--- src/rtl/pcseq_pkg.sv ---
// pcseq_pkg: types shared by the fetch sequencer and its target calculator.
//  - jump_op_e : jump-controller encoding carried on jump_op
//  - state_e   : fetch sequencer states
//  - fetch_entry_t : one fetched instruction plus the PC it was fetched from
package pcseq_pkg;

    typedef enum logic [1:0] {
        JOP_SEQ = 2'b00,
        JOP_BR  = 2'b01,
        JOP_JR  = 2'b10,
        JOP_J   = 2'b11
    } jump_op_e;

    typedef enum logic [1:0] {
        S_RST   = 2'b00,
        S_FETCH = 2'b01,
        S_HOLD  = 2'b10,
        S_FLUSH = 2'b11
    } state_e;

    localparam logic [31:0] INSTR_BYTES = 32'd4;

    typedef struct packed {
        logic [31:0] instr;
        logic [31:0] pc;
    } fetch_entry_t;

endpackage

--- src/rtl/pc_target_calc.sv ---
// pc_target_calc: combinational redirect target for the instruction at if_pc.
// Ports:
//  jump_op       in  2   jump-controller code (seq / branch / jr / j)
//  if_pc         in  32  PC of the instruction causing the redirect
//  branch_offset in  32  sign-extended word offset
//  jump_target   in  26  J-type index field
//  reg_target    in  32  rs value for jr
//  target        out 32  next fetch address
module pc_target_calc (
    input  logic [1:0]  jump_op,
    input  logic [31:0] if_pc,
    input  logic [31:0] branch_offset,
    input  logic [25:0] jump_target,
    input  logic [31:0] reg_target,
    output logic [31:0] target
);
    import pcseq_pkg::*;

    logic [31:0] p4;
    // Bits shifted out of the word offset and the byte bits of rs play no part.
    logic        unused_bits;

    assign p4          = if_pc + INSTR_BYTES;
    assign unused_bits = ^{branch_offset[31:30], reg_target[1:0]};

    always_comb begin
        target = p4;
        case (jump_op_e'(jump_op))
            JOP_BR:  target = p4 + {branch_offset[29:0], 2'b00};
            JOP_JR:  target = {reg_target[31:2], 2'b00};
            JOP_J:   target = {p4[31:28], jump_target, 2'b00};
            default: target = p4;
        endcase
    end

endmodule

--- src/rtl/pc_sequencer.sv ---
// pc_sequencer: fetch sequencer. Owns the PC, keeps one imem fetch outstanding,
// and presents instructions to decode through an output register backed by a
// one-entry skid buffer. Redirects from the jump controller flush wrong-path data.
// Optional feature macro: PCSEQ_EXC_EN (adds exc_req / epc and the EXC_VEC redirect).
// Ports:
//  clk, rst                     clock, synchronous active-high reset
//  jump_op, redirect_valid      redirect request for the instruction on if_instr
//  branch_offset, jump_target, reg_target   redirect operands
//  imem_req/imem_addr (out), imem_ack/imem_rdata (in)   instruction memory handshake
//  if_valid/if_instr/if_pc (out), if_ready (in)          decode handshake
//  exc_req (in), epc (out)      only with PCSEQ_EXC_EN
module pc_sequencer #(
    parameter logic [31:0] RESET_PC = 32'h0000_0000,
    parameter logic [31:0] EXC_VEC  = 32'h0000_0080
) (
    input  logic        clk,
    input  logic        rst,
    input  logic [1:0]  jump_op,
    input  logic        redirect_valid,
    input  logic [31:0] branch_offset,
    input  logic [25:0] jump_target,
    input  logic [31:0] reg_target,
    output logic        imem_req,
    output logic [31:0] imem_addr,
    input  logic        imem_ack,
    input  logic [31:0] imem_rdata,
    output logic        if_valid,
    input  logic        if_ready,
    output logic [31:0] if_instr,
    output logic [31:0] if_pc
`ifdef PCSEQ_EXC_EN
    ,
    input  logic        exc_req,
    output logic [31:0] epc
`endif
);
    import pcseq_pkg::*;

    state_e       state_reg, state_next;
    logic [31:0]  pc_reg, pc_next;
    logic [31:0]  flush_addr_reg, flush_addr_next;
    logic         out_valid_reg, out_valid_next;
    fetch_entry_t out_reg, out_next;
    logic         skid_valid_reg, skid_valid_next;
    fetch_entry_t skid_reg, skid_next;

    logic [31:0]  calc_target;
    logic [31:0]  redirect_pc;
    logic         take_redirect;
    logic         do_redirect;

    pc_target_calc u_target (
        .jump_op       (jump_op),
        .if_pc         (out_reg.pc),
        .branch_offset (branch_offset),
        .jump_target   (jump_target),
        .reg_target    (reg_target),
        .target        (calc_target)
    );

    // A redirect is tied to decode consuming the instruction that caused it.
    assign take_redirect = redirect_valid && out_valid_reg && if_ready
                           && (jump_op != JOP_SEQ);

`ifdef PCSEQ_EXC_EN
    logic        take_exc;
    logic [31:0] epc_reg;

    assign take_exc    = exc_req && out_valid_reg && if_ready;
    assign do_redirect = take_exc || take_redirect;
    assign redirect_pc = take_exc ? EXC_VEC : calc_target;
    assign epc         = epc_reg;

    always_ff @(posedge clk) begin
        if (rst) begin
            epc_reg <= 32'h0;
        end else if (take_exc) begin
            epc_reg <= out_reg.pc;
        end
    end
`else
    localparam logic [31:0] unused_exc_vec = EXC_VEC;

    assign do_redirect = take_redirect;
    assign redirect_pc = calc_target;
`endif

    // State register and datapath registers.
    always_ff @(posedge clk) begin
        if (rst) begin
            state_reg      <= S_RST;
            pc_reg         <= RESET_PC;
            flush_addr_reg <= RESET_PC;
            out_valid_reg  <= 1'b0;
            out_reg        <= '0;
            skid_valid_reg <= 1'b0;
            skid_reg       <= '0;
        end else begin
            state_reg      <= state_next;
            pc_reg         <= pc_next;
            flush_addr_reg <= flush_addr_next;
            out_valid_reg  <= out_valid_next;
            out_reg        <= out_next;
            skid_valid_reg <= skid_valid_next;
            skid_reg       <= skid_next;
        end
    end

    // Next-state and datapath update.
    always_comb begin
        state_next      = state_reg;
        pc_next         = pc_reg;
        flush_addr_next = flush_addr_reg;
        out_valid_next  = out_valid_reg;
        out_next        = out_reg;
        skid_valid_next = skid_valid_reg;
        skid_next       = skid_reg;

        case (state_reg)
            S_RST: begin
                state_next = S_FETCH;
            end
            S_FETCH: begin
                if (do_redirect) begin
                    pc_next         = redirect_pc;
                    out_valid_next  = 1'b0;
                    skid_valid_next = 1'b0;
                    // Fetch still in flight: wait it out at its own address.
                    // If it acks now, its data is simply dropped.
                    if (!imem_ack) begin
                        state_next      = S_FLUSH;
                        flush_addr_next = pc_reg;
                    end
                end else begin
                    if (out_valid_reg && if_ready) begin
                        out_valid_next = 1'b0;
                    end
                    if (imem_ack) begin
                        pc_next = pc_reg + INSTR_BYTES;
                        if (!out_valid_reg || if_ready) begin
                            out_valid_next = 1'b1;
                            out_next       = '{instr: imem_rdata, pc: pc_reg};
                        end else begin
                            skid_valid_next = 1'b1;
                            skid_next       = '{instr: imem_rdata, pc: pc_reg};
                            state_next      = S_HOLD;
                        end
                    end
                end
            end
            S_HOLD: begin
                if (do_redirect) begin
                    pc_next         = redirect_pc;
                    out_valid_next  = 1'b0;
                    skid_valid_next = 1'b0;
                    state_next      = S_FETCH;
                end else if (if_ready) begin
                    out_next        = skid_reg;
                    skid_valid_next = 1'b0;
                    state_next      = S_FETCH;
                end
            end
            S_FLUSH: begin
                if (imem_ack) begin
                    state_next = S_FETCH;
                end
            end
            default: state_next = S_RST;
        endcase
    end

    // Outputs. The request is held through FLUSH at the abandoned address so
    // the memory handshake is never withdrawn before its ack.
    always_comb begin
        imem_req  = ((state_reg == S_FETCH) && !skid_valid_reg) || (state_reg == S_FLUSH);
        imem_addr = (state_reg == S_FLUSH) ? flush_addr_reg : pc_reg;
        if_valid  = out_valid_reg;
        if_instr  = out_reg.instr;
        if_pc     = out_reg.pc;
    end

endmodule

--- config.mk ---
export PLATFORM = sky130hd
export DESIGN_NAME = pc_sequencer
export DESIGN_NICKNAME = d
export VERILOG_FILES = /design/src/rtl/pcseq_pkg.sv /design/src/rtl/pc_target_calc.sv /design/src/rtl/pc_sequencer.sv
export SDC_FILE = /design/constraint.sdc
export NUM_CORES = 1
export LEC_CHECK = 0
export CORE_MARGIN = 5
export CORE_UTILIZATION = 54
export CTS_BUF_LIST = sky130_fd_sc_hd__clkbuf_2
export DETAILED_ROUTE_END_ITERATION = 12
export PLACE_DENSITY = 0.95
export SETUP_SLACK_MARGIN = 0.02
export SYNTH_ARGS = -nofsm -noshare
export SYNTH_HDL_FRONTEND = slang
export SYNTH_SLANG_ARGS = --single-unit
--- constraint.sdc ---
create_clock -name clk -period 4 [get_ports clk]
set_input_delay 0.6 -clock clk [delete_from_list [all_inputs] [get_ports clk]]
set_output_delay 0.6 -clock clk [all_outputs]
set_load 0.01 [all_outputs]
* Yosys cells after proc, flatten, opt, wreduce, memory -nomap -nowiden *
Index checks and enable logic that the tools add are counted.

word-level totals
  logic and storage cells = 83
  flip-flop bits (word level) = 196
  input bits = 129

cells by class
  equal/unequal tests = 17
  add/sub/neg operators = 3
  multiplexer cells = 32
  bitwise operators = 3
  reduce and logical (&&, ||, !) cells = 19

operators by type and width
  kind                                           number
  two-way mux 64 bit                             5
  two-way mux 32 bit                             4
  one-hot mux 64 bit (2 select lines)            1
  one-hot mux 32 bit (3 select lines)            1
  adder 32 x 3 -> 32 bit, second input constant  2
  one-hot mux 32 bit (2 select lines)            1
  adder 32 bit                                   1
  two-way mux 2 bit                              7
  inequality test 2 bit, second input constant   7
  inequality test 3 bit, second input constant   4
  two-way mux 1 bit                              10
  == test 2 bit, second input constant           4
  one-hot mux 2 bit (4 select lines)             1
  AND reduction 4 bit                            2
  AND reduction 3 bit                            2
  AND reduction 6 bit                            1
  logical AND 1 bit                              5
  AND reduction 5 bit                            1
  == test 2 x 1 -> 1 bit, second input constant  2
  one-hot mux 1 bit (2 select lines)             2
  nonzero test 2 bit                             2
  inverter 1 bit                                 3
  logical NOT 1 bit                              2
  logical NOT 2 bit                              1
  other kinds (2)                                3

* Longest topological paths before layout *
  depth in word-level cells = 6
  gate-level depth with buffers = 15
  depth with buffers taken out = 14

* Modules after synthesis *
A second synthesis with hierarchy kept.

second synthesis, totals
  cells, all modules = 1,417
  area total of the unflattened synthesis = 11,717.5 sq um

modules (own cells, without submodules)
  module          cells each  area each (sq um)  times used  sequential area each (sq um)
  pc_sequencer    1,062       8,836.0            1           3,923.8
  pc_target_calc  355         2,881.5            1           0.0

* Worst setup path before layout *
OpenSTA, ideal clock, no wires.

  kind = reg-to-reg
  start = register out_reg, in the netlist if_pc[2]
  end = register pc_reg[25]
  data arrival time = 3,418 ps
  data required time = 3,942 ps
  buffers on the path = 1
  stages on the path, launching flop included = 16
  setup time = 58 ps
  path slack = 524 ps
  cell sequence = dfxtp_1 -> ha_1 -> nand4_1 -> nor3_1 -> nand3_1 -> xnor2_1 -> ha_1 -> clkbuf_1 -> nand3_1 -> a211oi_1 -> a21oi_1 -> o21ai_1 -> a21oi_1 -> or4b_1 -> a31oi_1 -> o211a_1

between the ends
  cells in the longest elaborated chain, start to end = 5

RTL lines
  element                                       RTL line                                  source
  from (decl)                                   pc_sequencer.sv:43                        fetch_entry_t out_reg, out_next;
  from (signal assigned)                        pc_sequencer.sv:103                       out_reg <= out_next;
  adder 32 x 3 -> 32 bit *                      pc_target_calc.sv:23                      assign p4 = if_pc + INSTR_BYTES;
  adder 32 bit                                  pc_target_calc.sv:29                      JOP_BR: target = p4 + {branch_offset[29:0], 2'b00};
  one-hot mux 32 bit (3 select lines) *         pc_target_calc.sv:28                      case (jump_op_e'(jump_op))
  two-way mux 32 bit, on equally long branches  pc_sequencer.sv:152, pc_sequencer.sv:124
  one-hot mux 32 bit (2 select lines) *         pc_sequencer.sv:119                       case (state_reg)
  to (signal assigned)                          pc_sequencer.sv:100                       pc_reg <= pc_next;
  to (decl)                                     pc_sequencer.sv:40                        logic [31:0] pc_reg, pc_next;

Mark *: on every way between the ends. The rest lies on a longest branch, timed or not. The select of a mux whose other input is x is not followed.
A chain may end at the register's enable or synchronous reset.

* Worst setup path after layout *
  start = register out_reg, in the netlist if_pc[2]
  end = register pc_reg[23]

Same word-level chain as after synthesis.

==> flow_summary.toml <==
[setup_path]
slowest_delay_ns = 0.51
path_cells = "ha_1 > nand4_1 > nor3_1 > nand3_1 > xnor2_1 > ha_2 > a21oi_1 > o221ai_1 > a21oi_1 > o21a_1 > xnor2_1 > mux4_2 > nor2_1 > nor2_1"
critical-path-top-delay-family = "compound AO/OA/AOI/OAI gates"
slowest_stage = "mux4_2"
crit_required_ns = 4.69
cp.arrival_ns = 4.50
end_kind = "register"
start_kind = "register"
worstSetupPathType = "reg2reg"
worstPathMaxFanout = 9
critical_path_buf_inv_count = 0

[floorplanning]
floorplan.initialDensity_pct = 54.9
dieArea_mm2 = 0.0245
core_area_mm2 = 0.0211
die_w_um = 156
die_h_um = 156
num_rows = 53
ios = 227

[timing]
worst_pin_slew_ns = 1.06
slew_viol_final = 0
fin_hold_ws_ns = 0.249
rsz0062_at_grt = "yes"
slew_headroom_pct = 29.0
clock_skew_ns = 0.0461
tns_ns = 0
fin_ws_ns = 0.196
finalCritPeriodShare_pct = 95.1
min_period_ns = 3.80
max_freq_mhz = 263
hold_viol_final = 0
setup-violations-final = 0

[clocking]
cts_tree = "yes"
cts_buffers = 17
htreeDepth = 4
cts_root_buffer = "clkbuf_2"
clk_latency_ns = 0.81
path_clk_slew_ns = 0.30
cts_buffer_depth = 2
cts.sinks = 196

[synthesis]
syn_inst = 1465
syn-num-nets = 1634
avgSynthCellArea_um2 = 7.90
async_reset_ff_share_pct = 0
netlist_area_mm2 = 0.0116
synth_top_area_cell = "dfxtp_1"
yosysWarningCount = 0
ys.flop_type = "dfxtp_1"
synth_area_leaders = "dfxtp_1, nand2_1, a21oi_1, mux2i_1, a211oi_1"
synth-seq-cells = 196
synth-edff-count = 0
synth_top_area_share_pct = 33.9
yosysSeqAreaShare_pct = 33.9
synth.distinct_cells = 72

[grt]
grt_pass1_wl_mm = 56.5
overflow = 0
gr-usage-all-layers_pct = 28.4
antenna_found_initial = 2
grt_max_degree = 120
grt_pass1_vias = 10799

[routing]
ant_nets = 0
drc = 0
drt_wl_total_mm = 36.2
wl_per_cell_um = 18.9
drt-initial-drc-count = 979
first_pass_iters = 6
vias = 11583
avgViaCountPerCell = 6.07

[power]
power_density_mw_per_mm2 = 285
leakage_nw = 4.81
irDropWorstVdd_uv = 263

[place]
gp_congestion = 0.942
io_buffer_count = 222
dpl_cell_area_mm2 = 0.0140
dpl.hpwl_mm = 26.7
dp_slack_ns = 0.309

[cells_and_area]
stdcell_area_mm2 = 0.0142
largest_register_ffs = 64
utilization_pct = 67.5
syn_to_final_growth_pct = 22.9
final_nets = 1789
layout-drive-gt1-share_pct = 7.65

[hold_path]
hp-class = "in2reg"

[run_status]
status = "complete, no violations"

[flow_run]
maxCapViolCount = 0
[worst paths after layout]
kind	start	end	slack, ns	cells after the start
hold reg to reg	flush_addr_reg[26]$_SDFFE_PP0P_	flush_addr_reg[26]$_SDFFE_PP0P_	0.47	2
setup / recovery	if_pc[2]$_SDFFE_PP0P_	pc_reg[23]$_SDFFE_PP0P_	0.20	14
hold / removal	rst	pc_reg[4]$_SDFFE_PP0P_	0.25	2
setup reg to reg	if_pc[2]$_SDFFE_PP0P_	pc_reg[23]$_SDFFE_PP0P_	0.20	14
[where the power goes]
part | switching (mW) | internal (mW)
registers | 0.0714 | 2.03
clock network | 0.724 | 0.190
logic | 0.548 | 0.493
total | 1.34 | 2.71
[layout make-up]
type / count / area, um2
tap: 275 / 344
multi-input combinational: 1125 / 7130
inverter: 29 / 109
clock inverter: 14 / 123
timing repair buffer: 251 / 2510
sequential: 196 / 3920
antenna: 1 / 2.50
clock buffer: 18 / 90.1
fill: 1709 / 6860
[cells in the final DEF, fill, tap and decap left out, types with 10 or more instances in the layout]
cell / count
a211oi_1: 74
a21o_1: 13
a21oi_1: 171
a31oi_1: 15
buf_4: 23
clkbuf_2: 18
clkdlybuf4s50_1: 220
dfxtp_1: 196
ha_1: 37
inv_1: 28
mux2_2: 30
mux2i_1: 71
mux4_2: 14
nand2_1: 255
nand3_1: 38
nand4_1: 22
nor2_1: 128
nor3_1: 18
o211ai_1: 10
o21ai_0: 47
xnor2_1: 37
xor2_1: 12
[through the flow]
stage / std cells / power, mW
after floorplan: 1465 / 2.70
after global placement: 1876 / 3.13
after detailed placement: 1876 / 3.15
after CTS: 1908 / 4.06
after global routing: 1909 / 4.24
final: 1909 / 4.05
[repair_timing]
item | CTS | global route
hold buffers | 0 | 0
endpoints found under the setup margin | 0 | 5
gates resized for setup | 0 | 4
setup buffers | 0 | 0
[cell usage after synthesis, drive strengths merged, types with 13 or more instances]
| cell | instances |
|---|---|
| a21o | 13 |
| nand3 | 39 |
| a21oi | 172 |
| buf | 24 |
| nand2 | 256 |
| a31oi | 16 |
| dfxtp | 196 |
| nand4 | 22 |
| mux2 | 30 |
| o21ai | 53 |
| nor3 | 19 |
| inv | 29 |
| clkbuf | 91 |
| ha | 39 |
| mux4 | 14 |
| nor2 | 128 |
| xnor2 | 37 |
| a211oi | 74 |
| mux2i | 71 |
[worst reg2reg max path, cell delays in order (launching register included)]
cell,delay [ns]
dfxtp_1,0.43
ha_1,0.23
nand4_1,0.17
nor3_1,0.26
nand3_1,0.13
xnor2_1,0.27
ha_2,0.40
a21oi_1,0.18
o221ai_1,0.13
a21oi_1,0.35
o21a_1,0.29
xnor2_1,0.08
mux4_2,0.51
nor2_1,0.19
nor2_1,0.06
[layer usage]
metal,up-vias,global-route usage [%],wire length [um]
li1,5559,-,-
met1,5379,38.8,15100
met2,597,45.2,16300
met3,48,8.13,4310
met4,0,5.62,511
met5,-,0,0
[kinds of logic after synthesis]
kind of cell               share of synthesized area [%]
muxes                                               11.8
DFF                                                 33.9
buffers and inverters                               4.83
and+or+nand+nor                                     20.5
adders and majority gates                           4.39
xor gates and xnor gates                            3.71
AOI/OAI and AO/OA                                   21.0
Note: power is estimated with default switching activity, not from simulation.
